`src/rtl/mem_stage_pkg.sv`:
```
// Shared types and constants for the MEM pipeline stage.
package mem_stage_pkg;

    localparam int DW_DEFAULT = 32;
    localparam int REG_IDX_W  = 5;

    typedef enum logic {
        IDLE   = 1'b0,
        ACCESS = 1'b1
    } state_t;

    function automatic logic is_access(input logic rd, input logic wr);
        return rd | wr;
    endfunction

endpackage

```
`src/rtl/memwb_reg.sv`:
```
// MEM/WB pipeline register: loads a full entry, or a bubble that clears the
// write-back controls while the data fields keep their last values.
module memwb_reg
    import mem_stage_pkg::*;
#(
    parameter int DW = DW_DEFAULT
) (
    input  logic                 clk,
    input  logic                 rst,
    input  logic                 i_bubble,
    input  logic [DW-1:0]        i_read_data,
    input  logic [DW-1:0]        i_alu_res,
    input  logic [DW-1:0]        i_pc1,
    input  logic [REG_IDX_W-1:0] i_wreg,
    input  logic                 i_reg_write,
    input  logic                 i_mem_to_reg,
    input  logic                 i_write_pc_4,
    output logic [DW-1:0]        o_read_data,
    output logic [DW-1:0]        o_alu_res,
    output logic [DW-1:0]        o_pc1,
    output logic [REG_IDX_W-1:0] o_wreg,
    output logic                 o_reg_write,
    output logic                 o_mem_to_reg,
    output logic                 o_write_pc_4
);

    always_ff @(posedge clk or posedge rst) begin
        if (rst) begin
            o_read_data  <= '0;
            o_alu_res    <= '0;
            o_pc1        <= '0;
            o_wreg       <= '0;
            o_reg_write  <= 1'b0;
            o_mem_to_reg <= 1'b0;
            o_write_pc_4 <= 1'b0;
        end else if (i_bubble) begin
            o_reg_write  <= 1'b0;
            o_mem_to_reg <= 1'b0;
            o_write_pc_4 <= 1'b0;
        end else begin
            o_read_data  <= i_read_data;
            o_alu_res    <= i_alu_res;
            o_pc1        <= i_pc1;
            o_wreg       <= i_wreg;
            o_reg_write  <= i_reg_write;
            o_mem_to_reg <= i_mem_to_reg;
            o_write_pc_4 <= i_write_pc_4;
        end
    end

endmodule

```
`src/rtl/mem_stage.sv`:
```
// MEM stage: issues one data-memory access per load/store, stalls the pipe
// until ack (or a timeout abort), and feeds the MEM/WB register.
module mem_stage
    import mem_stage_pkg::*;
#(
    parameter int DW      = DW_DEFAULT,
    parameter int TIMEOUT = 255
) (
    input  logic                 clk,
    input  logic                 rst,
    input  logic [DW-1:0]        alu_res,
    input  logic [DW-1:0]        regb_data,
    input  logic [DW-1:0]        pc1,
    input  logic [REG_IDX_W-1:0] wreg,
    input  logic                 reg_write,
    input  logic                 mem_read,
    input  logic                 mem_write,
    input  logic                 mem_to_reg,
    input  logic                 write_pc_4,
    output logic                 dmem_req,
    output logic                 dmem_we,
    output logic [DW-1:0]        dmem_addr,
    output logic [DW-1:0]        dmem_wdata,
    input  logic                 dmem_ack,
    input  logic [DW-1:0]        dmem_rdata,
    output logic                 stall,
    output logic                 err,
    output logic [DW-1:0]        wb_read_data,
    output logic [DW-1:0]        wb_alu_res,
    output logic [DW-1:0]        wb_pc1,
    output logic [REG_IDX_W-1:0] wb_wreg,
    output logic                 wb_reg_write,
    output logic                 wb_mem_to_reg,
    output logic                 wb_write_pc_4,
    output state_t               dbg_state
);

    localparam int             CW    = (TIMEOUT < 1) ? 1 : $clog2(TIMEOUT + 1);
    localparam logic [CW-1:0]  C_MAX = CW'(TIMEOUT);

    state_t          r_state;
    state_t          w_next;
    logic [CW-1:0]   r_cnt;
    logic [DW-1:0]   r_addr;
    logic [DW-1:0]   r_wdata;
    logic            r_we;
    logic            r_err;
    logic            w_access;
    logic            w_timeout;
    logic            w_bubble;
    logic [DW-1:0]   w_rdata;

    assign w_access  = is_access(mem_read, mem_write);
    // Abort only when the final allowed cycle also sees no ack.
    assign w_timeout = (r_state == ACCESS) && !dmem_ack && (r_cnt == C_MAX);
    assign err       = r_err;
    assign dbg_state = r_state;

    always_ff @(posedge clk or posedge rst) begin
        if (rst) begin
            r_state <= IDLE;
        end else begin
            r_state <= w_next;
        end
    end

    always_comb begin
        w_next = r_state;
        case (r_state)
            IDLE:    if (w_access) w_next = ACCESS;
            ACCESS:  if (dmem_ack || w_timeout) w_next = IDLE;
            default: w_next = IDLE;
        endcase
    end

    always_comb begin
        stall      = 1'b0;
        dmem_req   = 1'b0;
        dmem_we    = 1'b0;
        dmem_addr  = '0;
        dmem_wdata = '0;
        w_bubble   = 1'b0;
        w_rdata    = '0;
        case (r_state)
            IDLE: begin
                stall    = w_access;
                w_bubble = w_access;
            end
            ACCESS: begin
                dmem_req   = 1'b1;
                dmem_we    = r_we;
                dmem_addr  = r_addr;
                dmem_wdata = r_wdata;
                stall      = !dmem_ack && !w_timeout;
                w_bubble   = !dmem_ack;
                w_rdata    = r_we ? '0 : dmem_rdata;
            end
            default: ;
        endcase
    end

    // Captured request; a simultaneous read+write is a write.
    always_ff @(posedge clk or posedge rst) begin
        if (rst) begin
            r_addr  <= '0;
            r_wdata <= '0;
            r_we    <= 1'b0;
        end else if (r_state == IDLE && w_access) begin
            r_addr  <= alu_res;
            r_wdata <= regb_data;
            r_we    <= mem_write;
        end
    end

    always_ff @(posedge clk or posedge rst) begin
        if (rst) begin
            r_cnt <= '0;
        end else if (r_state == IDLE || dmem_ack || w_timeout) begin
            r_cnt <= '0;
        end else begin
            r_cnt <= r_cnt + CW'(1);
        end
    end

    always_ff @(posedge clk or posedge rst) begin
        if (rst) begin
            r_err <= 1'b0;
        end else if (w_timeout) begin
            r_err <= 1'b1;
        end
    end

    memwb_reg #(.DW(DW)) u_memwb (
        .clk          (clk),
        .rst          (rst),
        .i_bubble     (w_bubble),
        .i_read_data  (w_rdata),
        .i_alu_res    (alu_res),
        .i_pc1        (pc1),
        .i_wreg       (wreg),
        .i_reg_write  (reg_write),
        .i_mem_to_reg (mem_to_reg),
        .i_write_pc_4 (write_pc_4),
        .o_read_data  (wb_read_data),
        .o_alu_res    (wb_alu_res),
        .o_pc1        (wb_pc1),
        .o_wreg       (wb_wreg),
        .o_reg_write  (wb_reg_write),
        .o_mem_to_reg (wb_mem_to_reg),
        .o_write_pc_4 (wb_write_pc_4)
    );

endmodule

```
`config.mk`:
```
export PLATFORM = sky130hd
export DESIGN_NAME = mem_stage
export DESIGN_NICKNAME = d
export VERILOG_FILES = /design/src/rtl/mem_stage_pkg.sv /design/src/rtl/memwb_reg.sv /design/src/rtl/mem_stage.sv
export SDC_FILE = /design/constraint.sdc
export NUM_CORES = 1
export LEC_CHECK = 0
export ABC_CLOCK_PERIOD_IN_PS = 9440
export CELL_PAD_IN_SITES_DETAIL_PLACEMENT = 2
export CELL_PAD_IN_SITES_GLOBAL_PLACEMENT = 2
export CORE_UTILIZATION = 30
export DETAILED_ROUTE_END_ITERATION = 16
export MAX_ROUTING_LAYER = met4
export PLACE_DENSITY_LB_ADDON = 0.1
export SLEW_MARGIN = 20
export SYNTH_ARGS = -nofsm -noshare
export SYNTH_HDL_FRONTEND = slang
export SYNTH_HIERARCHICAL = 1
export SYNTH_SLANG_ARGS = --single-unit
```
`constraint.sdc`:
```
create_clock -name clk -period 9.44 [get_ports clk]
set_clock_uncertainty 0.15 [all_clocks]
set_input_delay 1.416 -clock clk [delete_from_list [all_inputs] [get_ports clk]]
set_output_delay 1.416 -clock clk [all_outputs]
set_load 0.02 [all_outputs]
```
# Word-level counts from Yosys, hierarchy flattened
# Cells that the tools add are included.
# word_totals
ff_bits	179
inputBits	141
out_inout_bits	173
word_cells	41
# classes
n_addsub	1
eq_ne	1
muxes	15
bitwise	2
reduce_logical	9
# ops
operator	n
$mux W32	4
$add A8 B1 Y8 const B	1
$eq A8 B8 Y1 const B	1
$mux W8	1
$mux W1	7
$pmux W1 S2	3
$logic_and A1 B1 Y1	4
$logic_or A1 B1 Y1	3
$logic_not A1 Y1	2
$not A1 Y1	1
$or A1 B1 Y1	1

# Depth between registers and ports, before layout
# depth
word_depth	6
ltp_mapped	8
mapped_depth_nobuf	4

# Hierarchy
# Netlist, hierarchy kept.
# by_module_without_submodules
mod	n_inst	cells_each	area_per_inst_um2	seq_area_each_um2
memwb_reg	1	221	4090.2	2602.5
mem_stage	1	293	3664.8	1876.8

# Worst setup path before layout
# OpenSTA, ideal clock, no wires.
# synth_timing
path_kind	input to output
from	in dmem_ack
to	out stall
t_arrival_ns	2.062
required_time_ns	7.874
slack_ns	5.812
cell_stages	3
n_path_buf	0
path_cell_list	nand2b_1 -> a41o_1 -> nand2_1
# synth_between
elab_chain_len	6
# synth_lines
element	line_no	source
from (decl)	mem_stage.sv:24	input logic dmem_ack,
$logic_not A1 Y1 (*)	mem_stage.sv:55, mem_stage.sv:94	
$logic_and A1 B1 Y1 (2 in series)	mem_stage.sv:55	assign w_timeout = (r_state == ACCESS) && !dmem_ack && (r_cnt == C_MAX);
$logic_not A1 Y1	mem_stage.sv:94	stall = !dmem_ack && !w_timeout;
$logic_and A1 B1 Y1 (*)	mem_stage.sv:94	
$pmux W1 S2 (*)	mem_stage.sv:84	case (r_state)
to (decl)	mem_stage.sv:26	output logic stall,
# Every way passes the cells marked *; elsewhere a longest branch is shown, timed or not.

# Worst setup path in the final report
# Same ends and word-level chain as after synthesis.

==> reports/results.tsv <==
stage	metric	value	unit
setup_path	CP Class	primary input to output pin	
yosys	Syn. warnings	6	
finish	share of cells above drive strength 1	0.248	
sta	worst-margin pin slew	1.02	ns
floorplan	row count	58	
grt	global-route wire length before repair	36100	um
setup_path	Critical Path Most Common Cell	clkdlybuf4s50_1	
placement	placer congestion estimate	0.752	
route	DR WL/cell	20.4	um
setup_path	worst r2r path cells	4	
yosys	Synth Area in Simple Gates	0.0955	
sta	final slew viol count	0	
route	vias	5219	
cts	deepest clock path buffer count	2	
grt	largest net degree at the start of global routing	74	
cts	post_cts resized	0	
yosys	synthesized area	7750	um^2
setup_path	family with the most delay on the worst path	buffers and inverters	
sta	Slew headroom	0.321	
setup_path	Max Fanout on Critical Path	7	
setup_path	crit end category	output pin	
cts	hold_buf cts	0	
yosys	EDFF count, synth	0	
cts	clk sinks	179	
floorplan	chip width	163	um
yosys	Seq cells post-synth	179	
sta	RSZ-0062 raised after global routing	no	
power	Power Total	3.30	mW
yosys	share of flip-flops with an asynchronous set or reset	1.00	
placement	hpwl dp	17200	um
floorplan	CORE AREA	25300	um^2
setup_path	Startpoint Class	primary input	
yosys	Top FF cell, synth	dfrtp_1	
yosys	post-synthesis xor/xnor area fraction	0.00339	
yosys	adder-cell share of the synthesized area	0.00161	
yosys	Synth Net Count	656	
sta	Tcrit/Tclk final	0.507	
placement	Placed Area	11100	um^2
run	max-cap viol count	0	
power	PD cells	281	nW/um^2
setup_path	worst-path cell chain	clkdlybuf4s50_1 > nand2b_1 > a41o_1 > nand2_1 > clkdlybuf4s50_1	
yosys	Avg Inst Size Synth	15.1	um^2
route	Final ANT Viol Nets	0	
power	Leakage	5.06	nW
setup_path	Worst EP arrival	3.22	ns
cts	CTS clk-pin slew, worst paths	0.07	ns
finish	Area growth syn-to-layout	51.3	%
status	status	finished, final reports clean	
power	VDD IR-drop max	0.100	mV
grt	total congestion overflow	0	
finish	Nets	963	
route	First-pass DRT Iterations	4	
setup_path	Buf+Inv Stages, Crit Path	2	
yosys	largest family of logic cells by synthesized area	multiplexers	
yosys	post-synthesis compound-gate area fraction	0.0100	
route	Starting DRT DRC Count	199	
sta	Final TNS setup	0	ns
yosys	Syn Inst Count	514	
floorplan	Die Ht	163	um
cts	master cell of the clock root buffer	clkbuf_16	
route	drt total wl	23700	um
sta	final setup vio count	0	
setup_path	Worst Path Required	7.87	ns
yosys	Cell variety after synth	30	
cts	later-pin clock latency in the skew report	0.43	ns
finish	final instance area	11700	um^2
sta	final hold slack	0.330	ns
sta	Tmin final	4.78	ns
min_path	WHS Path Cells	1	
cts	TritonCTS Buffers	17	
setup_path	slowest stage delay, CP	0.62	ns
setup_path	Slowest cell on crit path	clkdlybuf4s50_1	
floorplan	initial core utilization	0.307	
cts	TritonCTS clock tree	yes	
min_path	HP Class	flip-flop to flip-flop	
cts	post-CTS setup buffer count	0	
floorplan	die area	26500	um^2
sta	Highest Clock Rate	209	MHz
yosys	share of the yosys chip area belonging to registers	0.578	
grt	initial antenna violation count	1	
setup_path	cell count along the critical path	5	
route	via/cell ratio	4.48	
placement	Port Buffers	313	
sta	final hold viol count	0	
floorplan	I/O Pins	314	
cts	H-tree levels	4	
route	DRC Markers	0	
grt	GRT Util Overall	0.187	
yosys	post-synthesis mux area share	0.282	
grt	vias in the first global route	5959	
report_power, final:
part | switching (mW) | leakage (nW) | internal, mW | total, mW
clock network | 0.313 | 0.270 | 0.399 | 0.712
registers | 0.151 | 2.17 | 1.00 | 1.16
logic | 0.647 | 2.63 | 0.788 | 1.43
total | 1.11 | 5.06 | 2.19 | 3.30
cells by family (layout without fill, tap and decap cells):
| group | after synthesis | after routing |
|---|---|---|
| simple gates | 123 | 123 |
| buf+inv | 33 | 352 |
| fa+ha+maj | 1 | 1 |
| flops | 179 | 179 |
| xor+xnor | 3 | 3 |
| compound gates | 9 | 9 |
| other cells | 0 | 1 |
| mux | 166 | 166 |
cells in the final DEF (no fill, tap or decap), drive strengths merged:
cell type	count
o21bai	1
clkinvlp	4
o21ai	1
a31oi	1
mux2	166
and2	98
ha	1
buf	5
nand4b	1
a21oi	2
a41o	1
bufinv	2
nand2	5
xnor2	1
inv	5
nand2b	1
and3	2
xor2	2
nor3	1
nor2	5
nand3	4
or3	1
nor2b	5
a32o	1
dfrtp	179
a311oi	1
clkdlybuf4s50	313
clkinv	3
diode	1
clkbuf	20
a31o	1
path summary, 6_finish.rpt:
| check | startpoint | slack (ns) | endpoint |
|---|---|---|---|
| worst min-delay path | err | 0.33 | err |
| worst max register to register | dbg_state | 5.95 | u_memwb/o_alu_res[7] |
| worst max-delay path | dmem_ack | 4.66 | stall |
| min in group asynchronous | rst | 1.25 | r_addr[4] |
| worst min register to register | err | 0.33 | err |
| max in group asynchronous | rst | 6.77 | u_memwb/o_read_data[17] |
cell usage after synthesis, drive strengths merged (2+ instances only):
cell type	n	area share
nor2b	5	0.0040
and2	98	0.079
inv	3	0.0015
a21oi	2	0.0013
clkbuf	10	0.0048
mux2	166	0.28
and3	2	0.0016
dfrtp	179	0.58
buf	20	0.023
nand3	4	0.0026
nor2	5	0.0024
nand2	5	0.0024
xor2	2	0.0023
through the flow:
| stage | std cells | setup slack, ns | utilization |
|---|---|---|---|
| finish | 1164 | 4.66 | 0.465 |
| global route | 1164 | 4.56 | 0.465 |
| CTS | 1162 | 4.60 | 0.463 |
| detailed placement | 1131 | 4.61 | 0.441 |
| global placement | 1131 | 4.67 | 0.441 |
| floorplan | 514 | 5.14 | - |
layer usage:
layer	global-route usage	vias up	share of wire
li1	-	2352	-
met1	0.216	2655	0.40
met2	0.314	189	0.51
met3	0.0532	23	0.070
met4	0.0540	0	0.013
met5	-	-	0
area by class of cell:
class	count	area, um^2
Fill cell	2466	13500
Sequential cell	179	4480
Timing Repair Buffer	318	3180
Multi-Input combinational cell	302	3060
Clock buffer	20	447
Tap cell	330	413
Clock inverter	11	130
Inverter	3	15.0
Antenna cell	1	2.50
Power figures use the tool's default switching activity.
